`config.mk`:
```
export PLATFORM = sky130hd
export DESIGN_NAME = latch_bank_wr_ctrl_flat
export DESIGN_NICKNAME = d
export VERILOG_FILES = /design/src/rtl/latch_bank_wr_ctrl_if.sv /design/src/rtl/latch_bank_wr_ctrl.sv /design/src/flat_wrapper.sv
export SDC_FILE = /design/constraint.sdc
export NUM_CORES = 1
export LEC_CHECK = 0
export ABC_AREA = 1
export BUFFER_PORTS_ARGS = -buffer_cell sky130_fd_sc_hd__buf_2
export CAP_MARGIN = 10
export CORE_UTILIZATION = 35
export CTS_BUF_LIST = sky130_fd_sc_hd__clkbuf_2 sky130_fd_sc_hd__clkbuf_4 sky130_fd_sc_hd__clkbuf_8
export CTS_CLUSTER_SIZE = 20
export DETAILED_ROUTE_END_ITERATION = 10
export GPL_TIMING_DRIVEN = 0
export PLACE_DENSITY = 0.65
export SYNTH_ARGS = -nofsm -noshare
export SYNTH_HDL_FRONTEND = slang
export SYNTH_SLANG_ARGS = --single-unit
```
`constraint.sdc`:
```
create_clock -name CLK -period 1.8 [get_ports CLK]
set_clock_uncertainty 0.2 [all_clocks]
set_input_delay 0.27 -clock CLK [delete_from_list [all_inputs] [get_ports CLK]]
set_output_delay 0.27 -clock CLK [all_outputs]
set_load 0.05 [all_outputs]
```
`src/rtl/latch_bank_wr_ctrl_if.sv`:
```
// Request and latch-pin bundle for latch_bank_wr_ctrl.
//   master : drives REQ_VALID/REQ_OP/REQ_ADDR/REQ_DATA and observes everything else
//   slave  : the controller; accepts requests and drives D, E, SETN, BUSY, DONE, ERR
interface latch_bank_wr_ctrl_if #(
  parameter int NLAT = 8,
  parameter int W    = 8,
  parameter int AW   = 3
);
  logic            REQ_VALID;
  logic            REQ_READY;
  logic            REQ_OP;
  logic [AW-1:0]   REQ_ADDR;
  logic [W-1:0]    REQ_DATA;
  logic [W-1:0]    D;
  logic [NLAT-1:0] E;
  logic            SETN;
  logic            BUSY;
  logic            DONE;
  logic            ERR;

  modport master (
    output REQ_VALID, REQ_OP, REQ_ADDR, REQ_DATA,
    input  REQ_READY, D, E, SETN, BUSY, DONE, ERR
  );

  modport slave (
    input  REQ_VALID, REQ_OP, REQ_ADDR, REQ_DATA,
    output REQ_READY, D, E, SETN, BUSY, DONE, ERR
  );
endinterface

```
`src/rtl/latch_bank_wr_ctrl.sv`:
```
// Write-side sequencer for a bank of NLAT enable-transparent latches.
// Converts a valid/ready request stream into D / one-hot E / active-low SETN
// with guaranteed setup, enable-pulse, hold and preset-recovery windows.
// Ports:
//   CLK  - rising-edge clock
//   RST  - synchronous active-high reset
//   bus  - slave side of latch_bank_wr_ctrl_if (request handshake + latch pins,
//          BUSY, DONE and ERR status pulses). All bus outputs are registered.
module latch_bank_wr_ctrl #(
  parameter int NLAT       = 8,
  parameter int W          = 8,
  parameter int AW         = 3,
  parameter int SETUP_CYC  = 1,
  parameter int PULSE_CYC  = 2,
  parameter int HOLD_CYC   = 1,
  parameter int PRESET_CYC = 2
) (
  input logic                 CLK,
  input logic                 RST,
  latch_bank_wr_ctrl_if.slave bus
);

  function automatic int max4(input int a, input int b, input int c, input int d);
    int m;
    m = a;
    if (b > m) m = b;
    if (c > m) m = c;
    if (d > m) m = d;
    return m;
  endfunction

  localparam int CW = $clog2(max4(SETUP_CYC, PULSE_CYC, HOLD_CYC, PRESET_CYC) + 1);

  typedef enum logic [2:0] {IDLE, SETUP, PULSE, HOLD, PRESET, RECOVER} state_t;

  state_t          state, state_n;
  logic [CW-1:0]   cnt, cnt_n;
  logic [AW-1:0]   addr_q, addr_n;
  logic            oor_q, oor_n;
  logic [W-1:0]    d_q, d_n;
  logic [NLAT-1:0] e_q, e_n;
  logic            setn_q, setn_n;
  logic            done_q, done_n;
  logic            err_q, err_n;
  logic            ready_q;
  logic            busy_q;
  logic            accept;

  // REQ_READY is only ever high in IDLE, so the handshake alone qualifies acceptance.
  assign accept = bus.REQ_VALID && ready_q;

  always_ff @(posedge CLK) begin
    if (RST) begin
      state   <= IDLE;
      cnt     <= '0;
      addr_q  <= '0;
      oor_q   <= 1'b0;
      d_q     <= '0;
      e_q     <= '0;
      setn_q  <= 1'b1;
      done_q  <= 1'b0;
      err_q   <= 1'b0;
      ready_q <= 1'b0;
      busy_q  <= 1'b0;
    end else begin
      state   <= state_n;
      cnt     <= cnt_n;
      addr_q  <= addr_n;
      oor_q   <= oor_n;
      d_q     <= d_n;
      e_q     <= e_n;
      setn_q  <= setn_n;
      done_q  <= done_n;
      err_q   <= err_n;
      ready_q <= (state_n == IDLE);
      busy_q  <= (state_n != IDLE);
    end
  end

  // Computes the next state together with the next value of every registered
  // output, so each pin reflects the state it is entering at the same edge.
  always_comb begin
    state_n = state;
    cnt_n   = cnt;
    addr_n  = addr_q;
    oor_n   = oor_q;
    d_n     = d_q;
    e_n     = '0;
    setn_n  = 1'b1;
    done_n  = 1'b0;
    err_n   = 1'b0;

    case (state)
      IDLE: begin
        if (accept) begin
          if (bus.REQ_OP) begin
            state_n = PRESET;
            cnt_n   = CW'(PRESET_CYC - 1);
            setn_n  = 1'b0;
          end else begin
            state_n = SETUP;
            cnt_n   = CW'(SETUP_CYC - 1);
            d_n     = bus.REQ_DATA;
            addr_n  = bus.REQ_ADDR;
            oor_n   = (32'(bus.REQ_ADDR) >= 32'(NLAT));
          end
        end
      end
      SETUP: begin
        if (cnt == '0) begin
          state_n = PULSE;
          cnt_n   = CW'(PULSE_CYC - 1);
          e_n     = oor_q ? '0 : (NLAT'(1) << addr_q);
        end else begin
          cnt_n = cnt - CW'(1);
        end
      end
      PULSE: begin
        if (cnt == '0) begin
          state_n = HOLD;
          cnt_n   = CW'(HOLD_CYC - 1);
        end else begin
          cnt_n = cnt - CW'(1);
          e_n   = e_q;
        end
      end
      HOLD: begin
        if (cnt == '0) begin
          state_n = IDLE;
          done_n  = 1'b1;
          err_n   = oor_q;
        end else begin
          cnt_n = cnt - CW'(1);
        end
      end
      PRESET: begin
        if (cnt == '0) begin
          state_n = RECOVER;
          cnt_n   = '0;
        end else begin
          cnt_n  = cnt - CW'(1);
          setn_n = 1'b0;
        end
      end
      RECOVER: begin
        state_n = IDLE;
        done_n  = 1'b1;
      end
      default: state_n = IDLE;
    endcase
  end

  assign bus.REQ_READY = ready_q;
  assign bus.D         = d_q;
  assign bus.E         = e_q;
  assign bus.SETN      = setn_q;
  assign bus.BUSY      = busy_q;
  assign bus.DONE      = done_q;
  assign bus.ERR       = err_q;

endmodule

```
`src/flat_wrapper.sv`:
```
// flat-port wrapper written by rule: the top's interface ports become plain ports
module latch_bank_wr_ctrl_flat 
#(
  parameter int NLAT       = 8,
  parameter int W          = 8,
  parameter int AW         = 3,
  parameter int SETUP_CYC  = 1,
  parameter int PULSE_CYC  = 2,
  parameter int HOLD_CYC   = 1,
  parameter int PRESET_CYC = 2
)
  (CLK, RST, bus_REQ_VALID, bus_REQ_OP, bus_REQ_ADDR, bus_REQ_DATA, bus_REQ_READY, bus_D, bus_E, bus_SETN, bus_BUSY, bus_DONE, bus_ERR);
  latch_bank_wr_ctrl_if #(.NLAT(NLAT), .W(W), .AW(AW)) bus_i ();
  input logic CLK;
  input logic RST;
  input wire logic [$bits(bus_i.REQ_VALID)-1:0] bus_REQ_VALID;
  input wire logic [$bits(bus_i.REQ_OP)-1:0] bus_REQ_OP;
  input wire logic [$bits(bus_i.REQ_ADDR)-1:0] bus_REQ_ADDR;
  input wire logic [$bits(bus_i.REQ_DATA)-1:0] bus_REQ_DATA;
  output wire logic [$bits(bus_i.REQ_READY)-1:0] bus_REQ_READY;
  output wire logic [$bits(bus_i.D)-1:0] bus_D;
  output wire logic [$bits(bus_i.E)-1:0] bus_E;
  output wire logic [$bits(bus_i.SETN)-1:0] bus_SETN;
  output wire logic [$bits(bus_i.BUSY)-1:0] bus_BUSY;
  output wire logic [$bits(bus_i.DONE)-1:0] bus_DONE;
  output wire logic [$bits(bus_i.ERR)-1:0] bus_ERR;
  assign bus_i.REQ_VALID = bus_REQ_VALID;
  assign bus_i.REQ_OP = bus_REQ_OP;
  assign bus_i.REQ_ADDR = bus_REQ_ADDR;
  assign bus_i.REQ_DATA = bus_REQ_DATA;
  assign bus_REQ_READY = bus_i.REQ_READY;
  assign bus_D = bus_i.D;
  assign bus_E = bus_i.E;
  assign bus_SETN = bus_i.SETN;
  assign bus_BUSY = bus_i.BUSY;
  assign bus_DONE = bus_i.DONE;
  assign bus_ERR = bus_i.ERR;
  latch_bank_wr_ctrl #(.NLAT(NLAT), .W(W), .AW(AW), .SETUP_CYC(SETUP_CYC), .PULSE_CYC(PULSE_CYC), .HOLD_CYC(HOLD_CYC), .PRESET_CYC(PRESET_CYC)) u_core (.CLK(CLK), .RST(RST), .bus(bus_i));
endmodule
```
==> results.txt <==
Seq/Total Area, Yosys = 46.0%
total clock sinks = 28
Worst Setup SP = u_core.cnt[1]
TritonRoute pass-1 iters = 4
Worst R2R End = u_core.cnt[1]
Slew Limit Fails = 0
routed wire length = 2.63 mm
vias in the first global route = 1000
Starting Density = 36.5%
top-area cell type share of the netlist area = 46.0%
fin area = 1600 µm²
family with the most delay on the worst path = simple AND/OR/NAND/NOR gates
status = completed
row count = 21
Die X = 61.0 µm
Reg clk slew, reported paths = 0.15 ns
Final Hold Slack = 0.0219 ns
slowest CP cell = dfxtp_1
placement-stage cell area = 1450 µm²
Post-Synthesis Cells = 170
Final TNS setup = 0 ns
vias per cell = 4.43
worst-path fanout max = 8
Required @ worst endpoint = 1.84 ns
critical path cell sequence = inv_1 -> ha_1 -> buf_2 -> nand3_1 -> nand2_1 -> nor2_4 -> inv_2 -> nor2_1 -> nor2_1
CP Capture Type = flop
Yosys cell types = 22
CP peak stage delay = 0.41 ns
H-tree Lvls = 1
I/O Pins = 36
Die ar. = 3720 µm²
initial antenna violation count = 0
mapped cell area = 1220 µm²
Yosys Warn Count = 0
instance count on the critical path = 9
fin crit share = 90.9%
average cell area after synthesis = 7.16 µm²
IO buf count = 34
most frequent cells in the layout = buf_2, nor2_1, nand2_1
Max VDD drop = 0.000718 V
routed via count = 1169
Clock Latency Late Sink = 0.32 ns
Avg WL per Cell = 9.94 µm
Buf/Inv on CP = 3
CTS buffer count = 3
Placer Congestion = 0.781
Max Freq = 611 MHz
Power Density = 1290 nW/µm²
reg2reg setup slack = 0.16 ns
synthesis-stage register bit count = 28
share of post-route cells with drive strength above 1 = 24.3%
drt drc = 0
CTS tree = yes
Max Cap Viol = 0
fin nets = 237
LEAKAGE = 0.787 nW
startpoint types = flop
Iter 0 DRT Violations = 34
Max clock buf depth = 2
Area growth, synth to finish = 31.8%
commonest non-fill, non-tap cell in the layout = buf_2
GR Overflow Total = 0
Worst R2R Path Depth = 9
Worst Hold Class = in -> reg
Total GRT Usage = 15.5%
post-route ant nets = 0
Syn Nets = 188
CP Capture Point = u_core.cnt[1]
Synth area leaders = dfxtp_1, nor2_1, nand2_1
RSZ-0062 raised after global routing = no
Worst EP arrival = 1.68 ns
worst r2r src = u_core.cnt[1]
wire length of the first global-routing pass = 4.28 mm
area leader, netlist = dfxtp_1
Post-DP HPWL = 1.87 mm
Chip Height = 61.0 µm
most frequent CP cell = nor2_1
pin count of the biggest net entering global routing = 17
Setup-failing EPs final = 0
core box area = 3340 µm²
Root Buffer = clkbuf_4
ANT cells = 0
min Tclk post-route = 1.64 ns
critical path class = reg -> reg
Hold Violations, Final = 0
## how the worst min path moves through the flow
stage | start | end | slack (ns) | cells after the start
floorplan | RST | u_core.bus.E[5] | 0.14 | 1
global placement | u_core.bus.E[7] | u_core.bus.E[7] | 0.25 | 2
detailed placement | u_core.bus.E[1] | u_core.bus.E[1] | 0.25 | 2
CTS | bus_REQ_ADDR[0] | u_core.addr_q[0] | 0.006 | 3
global route | bus_REQ_ADDR[1] | u_core.addr_q[1] | 0.06 | 3
finish | bus_REQ_ADDR[0] | u_core.addr_q[0] | 0.02 | 3
## per-layer routing
layer	global-route usage, %	vias to the layer above	part of all wire [%]
li1	-	633	-
met1	20.5	502	48
met2	25.4	32	46
met3	2.56	2	5.0
met4	5.84	0	0.38
met5	0	-	0
## state kept, by name (all words and copies together), names as in the netlist
register and count:
u_core.bus.D 8, u_core.state 3, u_core.bus.DONE 1, u_core.cnt 2
u_core.bus.BUSY 1, u_core.addr_q 3, u_core.bus.SETN 1, u_core.bus.E 8
u_core.bus.REQ_READY 1
## logic make-up (layout without fill, tap and decap cells)
logic type / Yosys count / count (layout) / synth area share, %
AO/OA/AOI/OAI: 29 / 29 / 12.3
buffers and inverters: 24 / 72 / 8.43
adder cells (fa/ha/maj): 3 / 3 / 3.08
other: 1 / 1 / 0.308
AND/OR/NAND/NOR: 85 / 85 / 29.8
flip-flops: 28 / 28 / 46.0
## power breakdown
group	switching [mW]	internal, mW
Clock	0.183	0.225
Sequential	0.0736	0.721
Combinational	0.612	0.252
Total	0.869	1.20
## metrics by stage
stage / util [%] / std cells / worst slack (ns) / power (mW)
floorplan: - / 170 / 0.216 / 1.46
global route: 48.1 / 264 / 0.0135 / 2.22
detailed placement: 43.3 / 250 / 0.137 / 1.63
finish: 48.1 / 264 / 0.164 / 2.07
global placement: 43.3 / 250 / 0.135 / 1.63
CTS: 47.9 / 264 / 0.107 / 2.07
## cell usage after synthesis
library cell	number
buf_1	1
buf_4	1
inv_1	13
buf_2	1
or2_1	1
nand3_1	15
nor2_1	34
buf_6	1
nand2_2	1
nand2_4	1
nor2_4	1
o21ai_1	8
clkbuf_1	1
dfxtp_1	28
a211oi_1	2
o21ai_0	8
conb_1	1
nor2_2	2
inv_2	6
a21oi_1	11
nand2_1	30
ha_1	3
## worst register-to-register path, delay by kind of cell (launching register included)
family	cells	cell delay (ns)
flip-flops	1	0.41
AND/OR/NAND/NOR	5	0.50
adder cells (fa/ha/maj)	1	0.16
buffers and inverters	3	0.29
## repair_timing
item                                   in CTS  in global routing
setup endpoints to repair                   0                  3
hold buffers                               10                  0
gates resized for setup                     0                  2
setup buffers                               0                  0
endpoints found under the hold margin      12                  0
## layout make-up
class	instances	area, µm²
fill	340	1730
sequential	28	562
buffer	5	31.3
clock inverter	1	30.0
tap	46	57.6
timing repair buffer	44	270
inverter	19	71.3
multi-input combinational	118	559
clock buffer	3	22.5
(Power assumes the default switching activity.)
